==> src/rtl/syscall_unit.sv <==
// Clocked syscall execution unit: print-int (hex), print-string, print-char and exit,
// with a byte read port into data memory and a valid/ready console stream. Optional macro: SYSCALL_TRACE_EN.
module syscall_unit #(
    parameter int DATA_W      = 32,
    parameter int ADDR_W      = 32,
    parameter int MAX_STR_LEN = 256
) (
    input  logic              clk,
    input  logic              rst_n,
    input  logic              syscall_req,
    input  logic [DATA_W-1:0] v0,
    input  logic [DATA_W-1:0] a0,
    output logic              busy,
    output logic              halted,
    output logic              err,
    output logic              mem_req,
    output logic [ADDR_W-1:0] mem_addr,
    input  logic              mem_ack,
    input  logic [7:0]        mem_rdata,
    output logic              out_valid,
    output logic [7:0]        out_data,
    input  logic              out_ready
);

    localparam int NIBBLES = DATA_W / 4;
    localparam int NIB_W   = $clog2(NIBBLES + 1);
    localparam int CNT_W   = $clog2(MAX_STR_LEN + 1);

    localparam logic [DATA_W-1:0] CODE_PRINT_INT  = DATA_W'(1);
    localparam logic [DATA_W-1:0] CODE_PRINT_STR  = DATA_W'(4);
    localparam logic [DATA_W-1:0] CODE_EXIT       = DATA_W'(10);
    localparam logic [DATA_W-1:0] CODE_PRINT_CHAR = DATA_W'(11);

    typedef enum logic [2:0] {
        IDLE,
        HEX_EMIT,
        CHAR_EMIT,
        STR_FETCH,
        STR_EMIT,
        HALTED
    } state_t;

    state_t            state;
    state_t            next_state;
    logic [DATA_W-1:0] hex_shift;
    logic [NIB_W-1:0]  nib_cnt;
    logic [CNT_W-1:0]  byte_cnt;
    logic [ADDR_W-1:0] a0_addr;
    logic              bad_code;
    logic              truncate;
    logic              last_nibble;
    logic              last_byte;

    function automatic logic [7:0] hex_ascii(input logic [3:0] nib);
        return (nib < 4'd10) ? (8'h30 + {4'h0, nib}) : (8'h37 + {4'h0, nib});
    endfunction

    // The string pointer is a byte address; a narrower argument is zero-extended.
    generate
        if (ADDR_W > DATA_W) begin : g_addr_ext
            assign a0_addr = {{(ADDR_W - DATA_W){1'b0}}, a0};
        end else begin : g_addr_trunc
            assign a0_addr = a0[ADDR_W-1:0];
        end
    endgenerate

    assign last_nibble = (nib_cnt == NIB_W'(1));
    assign last_byte   = (byte_cnt == CNT_W'(MAX_STR_LEN - 1));

    always_ff @(posedge clk or negedge rst_n) begin
        if (!rst_n) begin
            state <= IDLE;
        end else begin
            state <= next_state;
        end
    end

    always_comb begin
        next_state = state;
        busy       = 1'b1;
        out_valid  = 1'b0;
        mem_req    = 1'b0;
        bad_code   = 1'b0;
        truncate   = 1'b0;
        case (state)
            IDLE: begin
                busy = syscall_req;
                if (syscall_req) begin
                    case (v0)
                        CODE_PRINT_INT:  next_state = HEX_EMIT;
                        CODE_PRINT_STR:  next_state = STR_FETCH;
                        CODE_PRINT_CHAR: next_state = CHAR_EMIT;
                        CODE_EXIT:       next_state = HALTED;
                        default:         bad_code   = 1'b1;
                    endcase
                end
            end
            HEX_EMIT: begin
                out_valid = 1'b1;
                if (out_ready && last_nibble) begin
                    next_state = IDLE;
                end
            end
            CHAR_EMIT: begin
                out_valid = 1'b1;
                if (out_ready) begin
                    next_state = IDLE;
                end
            end
            STR_FETCH: begin
                mem_req = 1'b1;
                if (mem_ack) begin
                    next_state = (mem_rdata == 8'h00) ? IDLE : STR_EMIT;
                end
            end
            STR_EMIT: begin
                out_valid = 1'b1;
                if (out_ready) begin
                    truncate   = last_byte;
                    next_state = last_byte ? IDLE : STR_FETCH;
                end
            end
            HALTED: begin
                busy = 1'b1;
            end
            default: begin
                next_state = IDLE;
            end
        endcase
    end

    // Datapath registers follow the dispatch decision made by the next-state logic.
    always_ff @(posedge clk or negedge rst_n) begin
        if (!rst_n) begin
            hex_shift <= '0;
            nib_cnt   <= '0;
            byte_cnt  <= '0;
            mem_addr  <= '0;
            out_data  <= '0;
            err       <= 1'b0;
            halted    <= 1'b0;
        end else begin
            err <= bad_code | truncate;
            case (state)
                IDLE: begin
                    case (next_state)
                        HEX_EMIT: begin
                            out_data  <= hex_ascii(a0[DATA_W-1 -: 4]);
                            hex_shift <= a0 << 4;
                            nib_cnt   <= NIB_W'(NIBBLES);
                        end
                        STR_FETCH: begin
                            mem_addr <= a0_addr;
                            byte_cnt <= '0;
                        end
                        CHAR_EMIT: begin
                            out_data <= a0[7:0];
                        end
                        HALTED: begin
                            halted <= 1'b1;
                        end
                        default: begin
                        end
                    endcase
                end
                HEX_EMIT: begin
                    if (out_ready && !last_nibble) begin
                        out_data  <= hex_ascii(hex_shift[DATA_W-1 -: 4]);
                        hex_shift <= hex_shift << 4;
                        nib_cnt   <= nib_cnt - NIB_W'(1);
                    end
                end
                STR_FETCH: begin
                    if (mem_ack && (mem_rdata != 8'h00)) begin
                        out_data <= mem_rdata;
                    end
                end
                STR_EMIT: begin
                    if (out_ready) begin
                        byte_cnt <= byte_cnt + CNT_W'(1);
                        mem_addr <= mem_addr + ADDR_W'(1);
                    end
                end
                default: begin
                end
            endcase
        end
    end

`ifdef SYSCALL_TRACE_EN
    string line_buf = "";
    logic  halted_q = 1'b0;

    // Console trace: buffer characters and flush on newline or when a syscall finishes.
    always @(posedge clk) begin
        if (rst_n) begin
            if (state == IDLE && syscall_req) begin
                $display("[syscall] code=%0d arg=0x%0h time=%0t", v0, a0, $time);
            end
            if (out_valid && out_ready) begin
                if (out_data == 8'h0a) begin
                    $display("%s", line_buf);
                    line_buf = "";
                end else begin
                    line_buf = $sformatf("%s%c", line_buf, out_data);
                end
            end
            if (state != IDLE && next_state == IDLE && line_buf != "") begin
                $display("%s", line_buf);
                line_buf = "";
            end
            if (halted && !halted_q) begin
                $display("Syscall received 10, kill execution.");
            end
            if (halted_q) begin
                $finish;
            end
            halted_q = halted;
        end else begin
            line_buf = "";
            halted_q = 1'b0;
        end
    end
`endif

endmodule
==> config.mk <==
export PLATFORM = sky130hd
export DESIGN_NAME = syscall_unit
export DESIGN_NICKNAME = d
export VERILOG_FILES = /design/src/rtl/syscall_unit.sv
export SDC_FILE = /design/constraint.sdc
export NUM_CORES = 1
export LEC_CHECK = 0
export ABC_AREA = 0
export CAP_MARGIN = 5
export CELL_PAD_IN_SITES_DETAIL_PLACEMENT = 2
export CELL_PAD_IN_SITES_GLOBAL_PLACEMENT = 2
export CORE_AREA = 5 5 133 135
export DETAILED_ROUTE_END_ITERATION = 8
export DIE_AREA = 0 0 138 140
export GPL_ROUTABILITY_DRIVEN = 0
export PLACE_DENSITY = 0.89
export SLEW_MARGIN = 10
export SYNTH_ARGS = -nofsm -noshare
export SYNTH_HDL_FRONTEND = slang
export SYNTH_SLANG_ARGS = --single-unit
export TNS_END_PERCENT = 30
==> constraint.sdc <==
create_clock -name clk -period 5.77 [get_ports clk]
set_clock_uncertainty 0.2 [all_clocks]
set_input_delay 0.577 -clock clk [delete_from_list [all_inputs] [get_ports clk]]
set_output_delay 0.577 -clock clk [all_outputs]
set_load 0.01 [all_outputs]
After elaboration in Yosys (flattened, before gate mapping)
Cells that the tools add are included.
W data, S select, Z words.

storage, ports and cells
  register bits = 90
  bits of input ports = 77
  output and inout bits = 45

operators by class
  add/subtract/negate cells = 7
  $lt $le $gt $ge = 2
  equality and inequality tests = 21
  muxes and demuxes = 35
  bitwise operators = 1
  reductions and logical operators = 16

operator list
  cell                     count
  $mux W32                 4
  $pmux W32 S2             2
  $eq A32 B4 Y1 const B    2
  $add A32 B1 Y32 const B  1
  $eq A32 B1 Y1 const B    1
  $eq A32 B3 Y1 const B    1
  $add A6 B4 Y7 const A    4
  $pmux W8 S3              1
  $mux W3                  6
  $mux W9                  2
  $pmux W3 S6              1
  $pmux W9 S2              1
  $mux W8                  2
  $pmux W8 S2              1
  $mux W7                  2
  $eq A3 B2 Y1 const B     4
  $pmux W3 S4              1
  $add A9 B1 Y9 const B    1
  $eq A3 B3 Y1 const B     3
  $eq A9 B8 Y1 const B     1
  $logic_not A8 Y1         1
  $lt A4 B4 Y1 const B     2
  $mux W1                  8
  $mux W4                  2
  20 further kinds         28

Longest topological paths before layout
Gate-level depths: netlist of the first run.

  word-level depth = 7
  depth in mapped cells = 12
  gate-level depth less buffers = 10

Worst setup path after synthesis of the first run
No wires, ideal clock.

  path kind = input to register
  start = input v0[0]
  end = register out_data[0]
  setup time = 0.125 ns
  data arrival time = 2.641 ns
  slack = 2.805 ns
  stages on the path = 7
  buffers on the path = 1
  cells stage by stage = clkbuf_1 > nor4b_1 > a21oi_1 > o41ai_2 > nand3_1 > a311oi_4 > mux2_2

between the ends
  longest elaborated chain between the ends = 7

RTL lines
  item                                                     line  RTL
  start, declared                                          11    input logic [DATA_W-1:0] v0,
  $eq A32 B4 Y1 (tied with other cells)                    89    case (v0)
  $pmux W3 S4 *                                            89
  $mux W3 *                                                88    if (syscall_req) begin
  $pmux W3 S6 *                                            85    case (state)
  $eq A3 B2 Y1 / $eq A3 B1 Y1 (equally long branches)      146   case (next_state)
  $pmux W8 S2 / $ne A3 B1 Y1 (equally long branches)       --
  $pmux W8 S3 / $reduce_and A4 Y1 (equally long branches)  --
  end signal, assigned                                     148   out_data <= hex_ascii(a0[DATA_W-1 -: 4]);
  end signal, assigned                                     157   out_data <= a0[7:0];
  end signal, assigned                                     168   out_data <= hex_ascii(hex_shift[DATA_W-1 -: 4]);
  end, declared                                            21    output logic [7:0] out_data,

Every way passes the cells marked *; elsewhere a longest branch is shown, timed or not.
A chain may end at the register's enable or synchronous reset.

Worst setup path after layout of the first run
  start = register state[1]
  end = register out_data[2]

between the ends
  longest elaborated chain between the ends = 6

RTL lines
  item                                                     line  RTL
  start, declared                                          43    state_t state;
  start signal, assigned                                   74    state <= next_state;
  $pmux W3 S4                                              89
  $mux W3                                                  88
  $pmux W3 S6                                              85
  $eq A3 B2 Y1 / $eq A3 B1 Y1 (equally long branches)      146
  $pmux W8 S2 / $ne A3 B1 Y1 (equally long branches)       --
  $pmux W8 S3 / $reduce_and A4 Y1 (equally long branches)  --

Parallel ways exist; a longest one is shown, timed or not.

==> results of run 1 <==
area by class of cell:
cell class                 count  area share
inverter                      25      0.0135
sequential                    86       0.310
timing repair buffer         128       0.182
tap                          220      0.0396
clock buffer                  13      0.0389
multi-input combinational    426       0.416
clock inverter                 1    0.000720
sequential cells by signal (all words and copies together), names as in the netlist:
name / count
mem_addr: 32
hex_shift: 28
byte_cnt: 9
out_data: 8
nib_cnt: 4
state: 3
err: 1
halted: 1
synthesized netlist by cell type (5+ instances only):
master      n  area (µm²)
and2_1      5        31.3
o22a_1     19         166
o2bb2ai_1   5        43.8
mux2i_1    10         100
a21oi_1    48         240
nor2b_1     7        43.8
ha_1        7        87.6
clkbuf_1   26        97.6
inv_1      25        93.8
nor4_1     11        68.8
nor2_1     48         180
and3_1     11        68.8
o22ai_1     6        37.5
nor3_1     10        50.1
buf_2       5        25.0
o21ai_0    28         140
nand2_1    44         165
dfrtp_1    86        2150
mux2_2     46         518
nand4_1    11        68.8
nand3_1    17        85.1
o21a_1      5        37.5
a31oi_1    13        81.3
stage by stage:
| step | hold WS (ps) | utilization | total power [mW] | std cells | setup slack (ps) |
|---|---|---|---|---|---|
| floorplan | 81.4 | - | 1.85 | 571 | 2800 |
| global placement | 265 | 0.408 | 2.34 | 884 | 1960 |
| detailed placement | 277 | 0.408 | 2.46 | 884 | 1700 |
| CTS | 291 | 0.425 | 3.05 | 899 | 2030 |
| global route | 323 | 0.425 | 3.20 | 899 | 1810 |
| finish | 285 | 0.425 | 3.02 | 899 | 1990 |
power groups by stage:
stage	logic [mW]	registers [mW]	clock network, mW
after floorplan	0.787	1.06	0
after detailed placement	1.37	1.10	0
after CTS	1.39	1.09	0.577
after global placement	1.28	1.06	0
final	1.37	1.09	0.562
after global routing	1.48	1.12	0.597
routing by layer:
layer | share of wire | vias up
met3 | 0.038 | 49
li1 | - | 2336
met4 | 0.038 | 2
met2 | 0.52 | 153
met1 | 0.40 | 2614
met5 | 0.00064 | -
path summary, 6_finish.rpt:
path / slack (ps) / end / cells after the start / startpoint
hold reg to reg: 290 / halted / 2 / halted
setup reg to reg: 1990 / out_data[2] / 5 / state[1]
max in group asynchronous: 3710 / byte_cnt[3] / 3 / rst_n
hold / removal: 290 / halted / 2 / halted
setup / recovery: 1990 / out_data[2] / 5 / state[1]
min in group asynchronous: 460 / hex_shift[26] / 2 / rst_n
cells by family after synthesis:
logic type,count (synthesis)
fa+ha+maj,7
flops,86
mux,56
xor+xnor,7
buf+inv,59
compound gates,165
simple gates,191
critical path, cell delays in order, from the launching register on:
cell and delay, ps:
dfrtp_1 870, inv_1 340, a2111oi_0 980, nor2_1 200, a311oi_4 640, mux2_2 430
==> metrics.md, run 1 <==
| Metric | Value |
|---|---|
| Vias in the first global route | 5804 |
| Multi-input logic area | 2890 µm² |
| Post-synth cell types | 64 |
| Min cycle time layout | 3780 ps |
| Synth Area in Adders | 0.0166 |
| Sequential element share of the synthesized area | 0.409 |
| CTS buffer count | 9 |
| 1st-pass router iterations | 4 |
| Post-synth EDFFs | 0 |
| Compound-Gate Fraction of Synth Area | 0.214 |
| Number of max-cap violations | 0 |
| First-pass GRT wire length | 32600 µm |
| Diode count | 0 |
| # port buffers | 121 |
| Total number of yosys warnings | 0 |
| FFs w/ async S/R, synth | 1.00 |
| GR peak layer | met2 |
| Routed wire per std cell | 22.7 µm |
| Post-DP Area | 6660 µm² |
| Detailed Place HPWL | 15200 µm |
| Largest family of logic cells by synthesized area | compound AO/OA/AOI/OAI gates |
| Resized cells post-CTS | 0 |
| Die H | 140 µm |
| Post-Synth Simple-Gate Area | 0.187 |
| Leak | 2.78 nW |
| IR drop worst, VDD | 0.175 mV |
| Die Width | approximately 140 µm |
| P_int | 1.89 mW |
| CTS Sinks | 86 |
| FP Rows | 47 |
| Synthesized cell area | 5260 µm² |
| Crit-path max FO | 23 |
| Post-route ant nets | 0 |
| Outcome | complete, no violations |
| Setup violations, final | 0 |
| Post-route cell area | between 6000 and 7000 µm² |
| Commonest non-fill, non-tap cell in the layout | clkdlybuf4s50_1 |
| Leading cell types in the layout, fill and taps excluded | 120 x clkdlybuf4s50_1, 86 x dfrtp_1, 48 x nor2_1 |
| Met2 usage | 0.376 |
| Initial Util | 0.322 |
| Fin nets | 760 |
| Setup repair bufs after CTS | 0 |
| CTS root buf | clkbuf_16 |
| Measured slew at the worst slew-check pin | between 1000 and 1500 ps |
| # IOs | about 120 |
| H-Tree Depth | 3 |
| Sequential cell area | roughly 2200 µm² |
| Clk pin slew, worst setup/hold paths | around 60 ps |
| Crit Path Class | flop to flop |
| Sw frac | 0.373 |
| GR Layer Usage met3 | 0.0368 |
| Reg power frac | 0.361 |
| DR iter-0 viols | 210 |
| Hold_buf cts | 1 |
| Largest net degree at the start of global routing | 67 |
| Antenna violations before repair | 1 |
| Worst Setup Start Kind | flop |
| All-Layer GR Usage | 0.209 |
| Detailed Route WL | 20400 µm |
| Max frequency | 0.265 GHz |
| Data arrival, critical path | 3810 ps |
| Required @ worst endpoint | ~5800 ps |
| RSZ-0062 raised after global routing | no |
| Core area | 16300 µm² |
| Switching power | 1.13 mW |
| Post-route DRC | 0 |
| Layout cells sized above 1 | 0.113 |
| P&R area growth vs syn | 32.0% |
| Vias | 5154 |
| Max Root-Sink Buffers | 2 |
| Final Hold Viols | 0 |
| Met1 Track Usage GR | 0.243 |
| Post-synthesis mux area share | 0.117 |
| Die area | ~19000 µm² |
| Clk network pwr share | 0.186 |
| Cells after Synth | ~570 |
| Setup TNS | 0 ps |
| Worst slew margin | 0.250 |
| Average instance area after synthesis | 9.22 µm² |
| Vias per std cell | around 5.7 |
| Max Slew Vio Count | 0 |
| Yosys reg bits | 86 |
| Worst hold path type | flop to flop |
| Tcrit/Tclk final | 0.655 |
| Post-Syn Nets | 655 |
| Prevailing post-synth register cell | dfrtp_1 |
| Combinational Power Share | 0.453 |
| Clk_lat worst skew | 350 ps |
| CTS tree | yes |
| Fill count | approximately 1800 |
| GR Overflow Total | 0 |
| PD cells | 435 nW/µm² |
| Xor and xnor area share after synthesis | 0.0116 |
| CP endpoint kind | flop |
Note: power is estimated with default switching activity, not from simulation.
==> inputs of run 2 (changes only) <==
Settings changed: CORE_AREA 5 5 133 135 to 5 5 144 146, DIE_AREA 0 0 138 140 to 0 0 149 151, PLACE_DENSITY 0.89 to 0.81.
Clock period 5.77 ns to 3.41 ns, I/O delays scaled along.
==> metrics.md, run 2 (synthesized netlist as in run 1, its figures left out) <==
| Metric | Value |
|---|---|
| Outcome | complete, no violations |
| Vias in the first global route | 5921 (+2.0%) |
| P&R area growth vs syn | 36.6% |
| Min-delay src | halted |
| Die area | 22500 µm² (+16%) |
| Number of max-cap violations | 0 (unchanged) |
| GR Layer Usage met3 | 0.0320 (-0.00479) |
| CTS root buf | clkbuf_16 |
| Largest register FFs | 32 (unchanged) |
| DR iter-0 viols | 214 (+1.9%) |
| 1st-pass router iterations | 4 (unchanged) |
| Place WS | 102 ps (-1600 ps) |
| Largest Register | mem_addr |
| R2r worst-path depth | 11 (+6) |
| Clk_lat worst skew | 350 ps (about the same) |
| Max Root-Sink Buffers | 2 (unchanged) |
| PD cells | 747 nW/µm² (+72%) |
| Buf/Inv on CP | 1 (unchanged) |
| Biggest regs | mem_addr: 32 flops, hex_shift: 28 flops, byte_cnt: 9 flops |
| Largest net degree at the start of global routing | 71 (+6.0%) |
| GR peak layer | met2 |
| Data arrival, critical path | 3290 ps (-520 ps) |
| Commonest non-fill, non-tap cell in the layout | clkdlybuf4s50_1 |
| Detailed Route WL | 21200 µm (+3.5%) |
| Met1 Track Usage GR | 0.229 (-0.0137) |
| All-Layer GR Usage | 0.189 (-0.0208) |
| Die H | 151 µm (+7.9%) |
| Worst hold path type | flop to flop |
| Die Width | 149 µm (+8.0%) |
| Required @ worst endpoint | 3440 ps (-2360 ps) |
| CTS buffer count | 9 (unchanged) |
| Met2 usage | 0.338 (-0.0381) |
| H-Tree Depth | 3 (unchanged) |
| Vias per std cell | 5.43 (-5.2%) |
| Initial Util | 0.273 (-0.0488) |
| Core area | 19300 µm² (+18%) |
| Leak | 2.89 nW (+4.0%) |
| Crit Path Class | flop to flop |
| WHS Path Cells | 2 (unchanged) |
| Top delay family on crit path | compound AO/OA/AOI/OAI gates |
| Max stage delay cell, worst path | dfrtp_1 |
| Hold path endpoint | halted |
| Cells along the critical path | ha_1, nand3_1, nor3_1, ha_1, nor2b_1, a221oi_2, nand3b_1, a211o_1, a311oi_4, buf_4, mux2_2 |
| Reg-to-Reg Start | byte_cnt[1] |
| Fill count | 2163 (+21%) |
| Layout cells sized above 1 | 0.139 (+0.0254) |
| Min cycle time layout | 3260 ps (-522 ps) |
| Fin nets | 778 (+2.4%) |
| GR Overflow Total | 0 (unchanged) |
| Reg-to-reg endpoint | out_data[7] |
| Post-route ant nets | 0 (unchanged) |
| Setup violations, final | 0 (unchanged) |
| First-pass GRT wire length | 33500 µm (+2.8%) |
| Clk pin slew, worst setup/hold paths | 70 ps (about the same) |
| Worst slew margin | 0.328 (+0.0777) |
| CTS tree | yes |
| Final Hold Viols | 0 (unchanged) |
| Crit-path max FO | 4 (-83%) |
| Detailed Place HPWL | 15300 µm (+0.61%) |
| Max stage delay on crit path | 420 ps (-560 ps) |
| Vias | 5242 (+1.7%) |
| Total Power | 5.37 mW (+78%) |
| Core Util, Final | 0.373 (-0.0519) |
| CP dominant cell by count | ha_1 |
| FP Rows | 51 (+8.5%) |
| Routed wire per std cell | 21.9 µm (-3.6%) |
| Setup ws final | 151 ps (-1840 ps) |
| # IOs | 122 (unchanged) |
| Leading cell types in the layout, fill and taps excluded | 120 x clkdlybuf4s50_1, 85 x dfrtp_1, 48 x nor2_1 |
| CP endpoint kind | flop |
| Tcrit/Tclk final | 0.956 (+0.300) |
| Antenna violations before repair | 0 (-1) |
| Measured slew at the worst slew-check pin | 1010 ps (-108 ps) |
| Max Slew Vio Count | 0 (unchanged) |
| Max frequency | 0.307 GHz (+16%) |
| Worst Setup Start Kind | flop |
| CTS Sinks | 86 (unchanged) |
| IR drop worst, VDD | 0.295 mV (+69%) |
| Register-to-register setup slack | 150 ps (-1840 ps) |
| Post-route DRC | 0 (unchanged) |
| # port buffers | 121 (unchanged) |
[run 2: changes by cell type in the layout (fill, tap and decap cells not counted), sizes merged]
cell    previous run  this run
buf                7        25
bufinv             0         1
clkbuf            13        12
clkinv             1         3
diode              0         1
[run 2: how the worst max path moves through the flow]
stage	start	to	slack, ps	cells after the start
3_3_place_gp	v0[25]	out_data[6]	200	7
2_1_floorplan	byte_cnt[0]	out_data[0]	470	10
3_5_place_dp	v0[10]	out_data[1]	100	8
4_1_cts	byte_cnt[0]	out_data[7]	40	11
6_report	byte_cnt[1]	out_data[7]	150	11
5_1_grt	byte_cnt[1]	out_data[7]	-10	11
[run 2: layer usage]
| metal | vias to the layer above | part of all wire |
|---|---|---|
| li1 | 2373 | - |
| met1 | 2683 | 0.42 |
| met2 | 149 | 0.51 |
| met3 | 37 | 0.044 |
| met4 | 0 | 0.031 |
| met5 | - | 0 |
[run 2: layout make-up]
cell class	instances	area (µm²)	share of cell area
flip-flops and latches	86	2150	0.299
inverters	25	93.8	0.0130
well taps	265	332	0.0461
diodes	1	2.50	0.000348
repair buffers	146	1420	0.198
multi-input cells	426	2890	0.401
clock buffers	12	256	0.0357
clock inverters	4	45.0	0.00626
[run 2: worst min-delay path, stage by stage (launching register included)]
cell and delay [ps]:
dfrtp_1 350, inv_1 50, o41ai_1 60
[run 2: power breakdown]
group | internal (mW) | leakage (nW) | switching (mW)
Sequential | 1.43 | 1.06 | 0.411
Clock | 0.605 | 0.152 | 0.427
Combinational | 1.34 | 1.68 | 1.15
Total | 3.38 | 2.89 | 1.99
[run 2: metrics by stage]
step	cells	hold slack (ps)	area [µm²]	TNS, ps
floorplan	571	-155	5260	0
global placement	942	255	6840	0
detailed placement	942	297	6840	0
CTS	962	311	7170	0
global route	964	330	7190	-33.2
finish	965	294	7190	0
[run 2: what timing repair did]
item,CTS,global route
gates resized for setup,0,1
hold endpoints to repair,23,0
hold buffers,1,0
setup endpoints to repair,1,27
pin swaps,1,2
buffers inserted,3,2
